===== src/rtl/pipe_ctrl_regs.sv =====
// pipe_ctrl_regs: PC register plus IF/ID and ID/EX pipeline registers for the
// 5-stage RVX10-P core. They obey the hazard unit's stallF/stallD/flushE and the
// branch flushD, and return MemReadE/RdE to the hazard unit every cycle.
// Optional build macro PIPE_PERF_CNT_EN adds stall/bubble/squash event counters.
module pipe_ctrl_regs #(
  parameter int unsigned       XLEN      = 32,
  parameter logic [XLEN-1:0]   RESET_PC  = '0,
  parameter logic [31:0]       NOP_INSTR = 32'h0000_0013
) (
  input  logic              clk,
  input  logic              reset,
  input  logic [XLEN-1:0]   PCNextF,
  input  logic [31:0]       InstrF,
  input  logic              stallF,
  input  logic              stallD,
  input  logic              flushD,
  input  logic              flushE,
  input  logic              RegWriteD,
  input  logic              MemReadD,
  input  logic              MemWriteD,
  input  logic              BranchD,
  input  logic              JumpD,
  input  logic [3:0]        ALUCtrlD,
  input  logic [4:0]        Rs1D,
  input  logic [4:0]        Rs2D,
  input  logic [4:0]        RdD,
  input  logic [XLEN-1:0]   RD1D,
  input  logic [XLEN-1:0]   RD2D,
  input  logic [XLEN-1:0]   ImmExtD,
  output logic [XLEN-1:0]   PCF,
  output logic [31:0]       InstrD,
  output logic [XLEN-1:0]   PCD,
  output logic              ValidD,
  output logic              RegWriteE,
  output logic              MemReadE,
  output logic              MemWriteE,
  output logic              BranchE,
  output logic              JumpE,
  output logic              ValidE,
  output logic [3:0]        ALUCtrlE,
  output logic [4:0]        Rs1E,
  output logic [4:0]        Rs2E,
  output logic [4:0]        RdE,
  output logic [XLEN-1:0]   RD1E,
  output logic [XLEN-1:0]   RD2E,
  output logic [XLEN-1:0]   ImmExtE,
  output logic [XLEN-1:0]   PCE
`ifdef PIPE_PERF_CNT_EN
  ,
  output logic [31:0]       stall_cnt,
  output logic [31:0]       bubble_cnt,
  output logic [31:0]       squash_cnt
`endif
);

  // Fetch stage: PC holds while the hazard unit stalls fetch.
  always_ff @(posedge clk) begin
    if (reset) begin
      PCF <= RESET_PC;
    end else if (!stallF) begin
      PCF <= PCNextF;
    end
  end

  // IF/ID boundary: a squash beats a stall, so a taken branch kills a stalled instruction.
  always_ff @(posedge clk) begin
    if (reset || flushD) begin
      InstrD <= NOP_INSTR;
      PCD    <= '0;
      ValidD <= 1'b0;
    end else if (!stallD) begin
      InstrD <= InstrF;
      PCD    <= PCF;
      ValidD <= 1'b1;
    end
  end

  // ID/EX boundary: a bubble zeroes everything, including RdE and MemReadE, so the
  // hazard unit cannot re-trigger a load-use stall off the bubble itself.
  always_ff @(posedge clk) begin
    if (reset || flushE) begin
      RegWriteE <= 1'b0;
      MemReadE  <= 1'b0;
      MemWriteE <= 1'b0;
      BranchE   <= 1'b0;
      JumpE     <= 1'b0;
      ValidE    <= 1'b0;
      ALUCtrlE  <= '0;
      Rs1E      <= '0;
      Rs2E      <= '0;
      RdE       <= '0;
      RD1E      <= '0;
      RD2E      <= '0;
      ImmExtE   <= '0;
      PCE       <= '0;
    end else begin
      RegWriteE <= RegWriteD;
      MemReadE  <= MemReadD;
      MemWriteE <= MemWriteD;
      BranchE   <= BranchD;
      JumpE     <= JumpD;
      ValidE    <= ValidD;
      ALUCtrlE  <= ALUCtrlD;
      Rs1E      <= Rs1D;
      Rs2E      <= Rs2D;
      RdE       <= RdD;
      RD1E      <= RD1D;
      RD2E      <= RD2D;
      ImmExtE   <= ImmExtD;
      PCE       <= PCD;
    end
  end

`ifdef PIPE_PERF_CNT_EN
  // Event counters: decode stalls, execute bubbles, and squashes of real instructions.
  // All three wrap naturally from 2^32-1 to 0.
  always_ff @(posedge clk) begin
    if (reset) begin
      stall_cnt  <= '0;
      bubble_cnt <= '0;
      squash_cnt <= '0;
    end else begin
      if (stallD && !flushD) stall_cnt  <= stall_cnt + 32'd1;
      if (flushE)            bubble_cnt <= bubble_cnt + 32'd1;
      if (flushD && ValidD)  squash_cnt <= squash_cnt + 32'd1;
    end
  end
`endif

endmodule


===== config.mk =====
export PLATFORM = sky130hd
export DESIGN_NAME = pipe_ctrl_regs
export DESIGN_NICKNAME = d
export VERILOG_FILES = /design/src/rtl/pipe_ctrl_regs.sv
export SDC_FILE = /design/constraint.sdc
export NUM_CORES = 1
export LEC_CHECK = 0
export BUFFER_PORTS_ARGS = -buffer_cell sky130_fd_sc_hd__buf_2
export CORE_AREA = 2 2 172 174
export CTS_BUF_LIST = sky130_fd_sc_hd__clkbuf_2 sky130_fd_sc_hd__clkbuf_4 sky130_fd_sc_hd__clkbuf_8
export CTS_CLUSTER_DIAMETER = 120
export DETAILED_ROUTE_END_ITERATION = 10
export DIE_AREA = 0 0 174 176
export GPL_ROUTABILITY_DRIVEN = 0
export PLACE_DENSITY = 0.61
export SLEW_MARGIN = 40
export SYNTH_ARGS = -nofsm -noshare
export SYNTH_HDL_FRONTEND = slang
export SYNTH_SLANG_ARGS = --single-unit

===== constraint.sdc =====
create_clock -name clk -period 1.5 [get_ports clk]
set_input_delay 0.375 -clock clk [delete_from_list [all_inputs] [get_ports clk]]
set_output_delay 0.375 -clock clk [all_outputs]
set_load 0.02 [all_outputs]

## Word-level counts from Yosys, hierarchy flattened

Index checks and enable logic that the tools add are counted.

- Bits in registers: 250
- Latch bits: 0
- Memory bits (writable): 0
- Memory bits (read-only): 0
- Output and inout port bits: 250
- Word-level logic and storage cells: 20
- Memories: 0

- $add $sub $neg: 0
- Multipliers: 0
- Div/mod/pow operators: 0
- Order comparisons: 0
- Equality and inequality tests: 0
- Shift-type cells: 0
- Multiplexer cells: 0
- Bitwise logic cells: 0
- Reduce and logical (&&, ||, !) cells: 2

Operators with widths:

| kind | number |
|---|---|
| logical OR 1 bit | 2 |

## Depth between registers and ports, before layout

- Depth in word-level cells: 1
- Mapped depth: 5

## Worst setup path before layout

OpenSTA, ideal clock, no wires.

- Path type: input to register
- Start: in reset
- End: reg PCD[0]
- Setup time: 64 ps
- Arrival: 1104 ps
- Data required time: 1436 ps
- Slack: 332 ps
- Cell stages on the path: 5
- Buffers on the path: 3
- Cells stage by stage: buf_2 -> or2_1 -> buf_6 -> buf_6 -> nor2_1

- Longest elaborated chain between the ends: 1

RTL lines:

| item | line | RTL |
|---|---|---|
| start, declared | 11 | `input logic reset,` |
| logical OR 1 bit | 67 | `if (reset \|\| flushD) begin` |
| end signal, assigned | 69 | `PCD <= '0;` |
| end signal, assigned | 73 | `PCD <= PCF;` |
| end, declared | 32 | `output logic [XLEN-1:0] PCD,` |

No other way between the ends.
A chain may end at the register's enable or synchronous reset.

## Final worst setup path

- Start: reg PCD[2]
- End: out PCD[2]

No word-level cell between the ends.

==> flow_metrics.py <==
metrics = {
    "global_routing": {
        "global_route.usage.total": 0.137,
        "grt_first_pass_wirelength_mm": 33.1,
        "grt_pass1_vias": 6082,
        "grt_start_max_net_pins": 79,
        "grt_antenna_before_repair": 1,
        "globalRouteOverflowTotal": 0,
    },
    "placement": {
        "minimum_setup_slack_after_placement_ns": 0.180,
        "dp_hpwl_mm": 15.9,
        "placement.cell_area_sq_um": 10200,
        "io_buffer_count": 439,
    },
    "cells_and_area": {
        "final_net_count": 1311,
        "share_of_post_route_cells_with_drive_strength_above_1": 0.476,
        "finished_cell_area_sq_um": 11500,
        "antennaDiodeCount": 0,
        "syn_to_final_growth_pct": 52.3,
    },
    "sta": {
        "fmax_mhz": 696,
        "clock_skew_ns": 0.00826,
        "slew_headroom": 0.787,
        "fin_tns_setup_ns": 0,
        "setup_violations_final": 0,
        "worst_slack_ns": 0.0632,
        "final_min_period_over_clock_period": 0.958,
        "shortest_clock_period_the_worst_path_allows_after_layout_ns": 1.44,
        "finalHoldViolations": 0,
        "max_slew_violation_count": 0,
        "worst_slew_pin_slew_ns": 0.320,
    },
    "setup_path": {
        "crit_chain": "buf_4",
        "critical_path.reg2reg.startpoint": "ValidD",
        "worstPathArrival_ns": 1.06,
        "required_ns": 1.12,
        "worst-r2r-cell-count": 2,
        "timing.critical_path.buf_inv": 1,
        "critical_path.endpoint_type": "output pin",
        "cp_top_family": "flip-flops",
        "timing.rr.end": "ValidE",
        "startpoint_type": "flip-flop",
        "max_stage_delay_ns": 0.37,
        "reg2reg_slack_ns": 0.81,
        "worst-path-max-fanout": 3,
        "critPathSlowestCell": "sky130_fd_sc_hd__dfxtp_1",
        "timing_worst_setup_path_type": "flip-flop to output pin",
    },
    "synthesis": {
        "yosys-top-cells-area": "sky130_fd_sc_hd__dfxtp_1 66%, sky130_fd_sc_hd__mux2i_1 13%, sky130_fd_sc_hd__and2_1 13%",
        "synth_fp_nets": 828,
        "yosys_register_bits": 250,
        "synth.yosys.seq_area_share": 0.664,
        "synthDistinctLibCells": 16,
        "yosys-top-cells-count": "250 x sky130_fd_sc_hd__dfxtp_1, 152 x sky130_fd_sc_hd__and2_1, 96 x sky130_fd_sc_hd__mux2i_1",
        "synth_flop_cell": "sky130_fd_sc_hd__dfxtp_1",
        "synth.yosys.warnings": 0,
        "synth_edf_count": 0,
        "netlist_instances": 638,
        "async_flop_share": 0,
        "synth_top_area_frac": 0.664,
        "synthMostInstantiatedCell": "sky130_fd_sc_hd__dfxtp_1",
        "synth.avg_cell_area_sq_um": 11.8,
        "netlist.top_cell.by_area": "sky130_fd_sc_hd__dfxtp_1",
        "synth_area_sq_um": 7540,
    },
    "clocking": {
        "cts_tree": "done",
        "max-clock-path-buffers": 3,
        "htree_levels": 2,
        "clock-sinks": 250,
        "cts_made_buffers": 43,
        "clk_root_buffer_cell": "sky130_fd_sc_hd__clkbuf_8",
        "clkLatencyLatePin_ns": 0.54,
        "clk_pin_slew_ns": 0.06,
    },
    "floorplanning": {
        "core-area_sq_um": 28500,
        "initial_standard_cell_utilization_of_the_core": 0.264,
        "floorplan.die.height_um": 176,
        "die-area_sq_um": 30600,
        "die_w_um": 174,
        "io_pins": 440,
        "floorplan.rows": 62,
    },
    "route": {
        "highest-signal-layer": "met5",
        "wl_met2_mm": 10.9,
        "drcViolationCount": 0,
        "postRouteAntennaNets": 0,
        "via_count_normalized_by_instance_count": 3.93,
        "detailroute.via_count": 6024,
        "routed_len_inst_um": 14.5,
        "first_pass_iters": 4,
        "initialDrtViolationCount": 142,
        "finalWirelength_mm": 22.2,
        "detailroute.wirelength.met3_mm": 2.00,
        "drt-met1-wl_mm": 8.68,
    },
    "min_path": {
        "min_path_type": "input pin to flip-flop",
        "holdCritStartpoint": "RD1D[23]",
        "holdPathStages": 2,
        "min_to": "RD1E[23]",
    },
    "power_and_ir_drop": {
        "power_density_of_the_placed_cells_nw_per_um2": 1280,
        "max-vdd-ir-drop_uv": 605,
        "p_leak_nw": 5.92,
    },
    "flow_run": {
        "max_cap_viol_count": 0,
    },
    "status": {
        "outcome": "complete, no violations",
    },
}
==> where the power goes <==
part / switching (mW) / internal [mW]
Combinational: 0.724 / 0.628
Clock: 2.62 / 3.76
Sequential: 0.0982 / 6.88
Total: 3.44 / 11.3
==> sequential cells by signal, summed over array words and instances, names as in the netlist <==
register and flops:
ImmExtE 32, InstrD 32, PCD 32, PCE 32
PCF 32, RD1E 32, RD2E 32, RdE 5
Rs1E 5, Rs2E 5, ALUCtrlE 4, BranchE 1
JumpE 1, MemReadE 1, MemWriteE 1, RegWriteE 1
ValidD 1, ValidE 1
==> kinds of logic (layout without fill, tap and decap cells) <==
family | count (synthesis) | in the layout | share of synthesized area
AND/OR/NAND/NOR | 252 | 252 | 0.177
AO/OA/AOI/OAI | 1 | 1 | 0.000663
flip-flops | 250 | 250 | 0.664
buffers and inverters | 39 | 548 | 0.0309
multiplexers | 96 | 96 | 0.127
==> final cells by class <==
class                           count  area, sq um
Fill cell                        2845        17100
Clock inverter                      7         91.3
Tap cell                          384          480
Clock buffer                       64          806
Inverter                            1         3.75
Multi-Input combinational cell    349         2300
Timing Repair Buffer              476         2770
Sequential cell                   250         5030
==> routing by layer <==
metal	track usage	vias to the layer above
li1	-	2974
met1	0.151	2694
met2	0.244	298
met3	0.0459	56
met4	0.0557	2
met5	0	-
==> metrics by stage <==
step	util	cells	hold WS (ns)	power, mW
after floorplan	-	638	0.452	7.81
after global placement	0.356	1433	0.457	8.38
after CTS	0.400	1531	0.000165	15.0
after detailed placement	0.356	1433	0.464	8.39
final	0.402	1531	0.0440	14.7
after global routing	0.402	1531	0.00359	15.4
==> layout by cell type, fill, tap and decap left out, types with 2 or more instances in the layout <==
master / instances
sky130_fd_sc_hd__buf_4: 58
sky130_fd_sc_hd__nor2_1: 94
sky130_fd_sc_hd__dfxtp_1: 226
sky130_fd_sc_hd__dlygate4sd3_1: 27
sky130_fd_sc_hd__dfxtp_2: 24
sky130_fd_sc_hd__nand2_1: 3
sky130_fd_sc_hd__clkinv_2: 3
sky130_fd_sc_hd__and2_1: 152
sky130_fd_sc_hd__mux2i_1: 96
sky130_fd_sc_hd__buf_2: 384
sky130_fd_sc_hd__clkbuf_4: 12
sky130_fd_sc_hd__clkbuf_8: 52
sky130_fd_sc_hd__buf_12: 7
sky130_fd_sc_hd__bufinv_16: 2
==> how the worst max path moves through the flow <==
stage	end	from	depth (start not counted)	slack, ns
CTS	PCD[30]	PCD[30]	1	0.0008
floorplan	PCD[0]	reset	5	0.33
global placement	ValidD	reset	4	0.21
finish	PCD[2]	PCD[2]	1	0.06
global route	PCD[2]	PCD[2]	1	-0.005
detailed placement	ValidD	reset	4	0.18
==> repair_timing <==
| item | in CTS | in global routing |
|---|---|---|
| hold buffers | 27 | 0 |
| setup buffers | 0 | 0 |
| setup endpoints to repair | 28 | 36 |
| gates resized for setup | 40 | 38 |
| pin swaps | 0 | 0 |
| endpoints found under the hold margin | 27 | 0 |
Power figures use the tool's default switching activity.
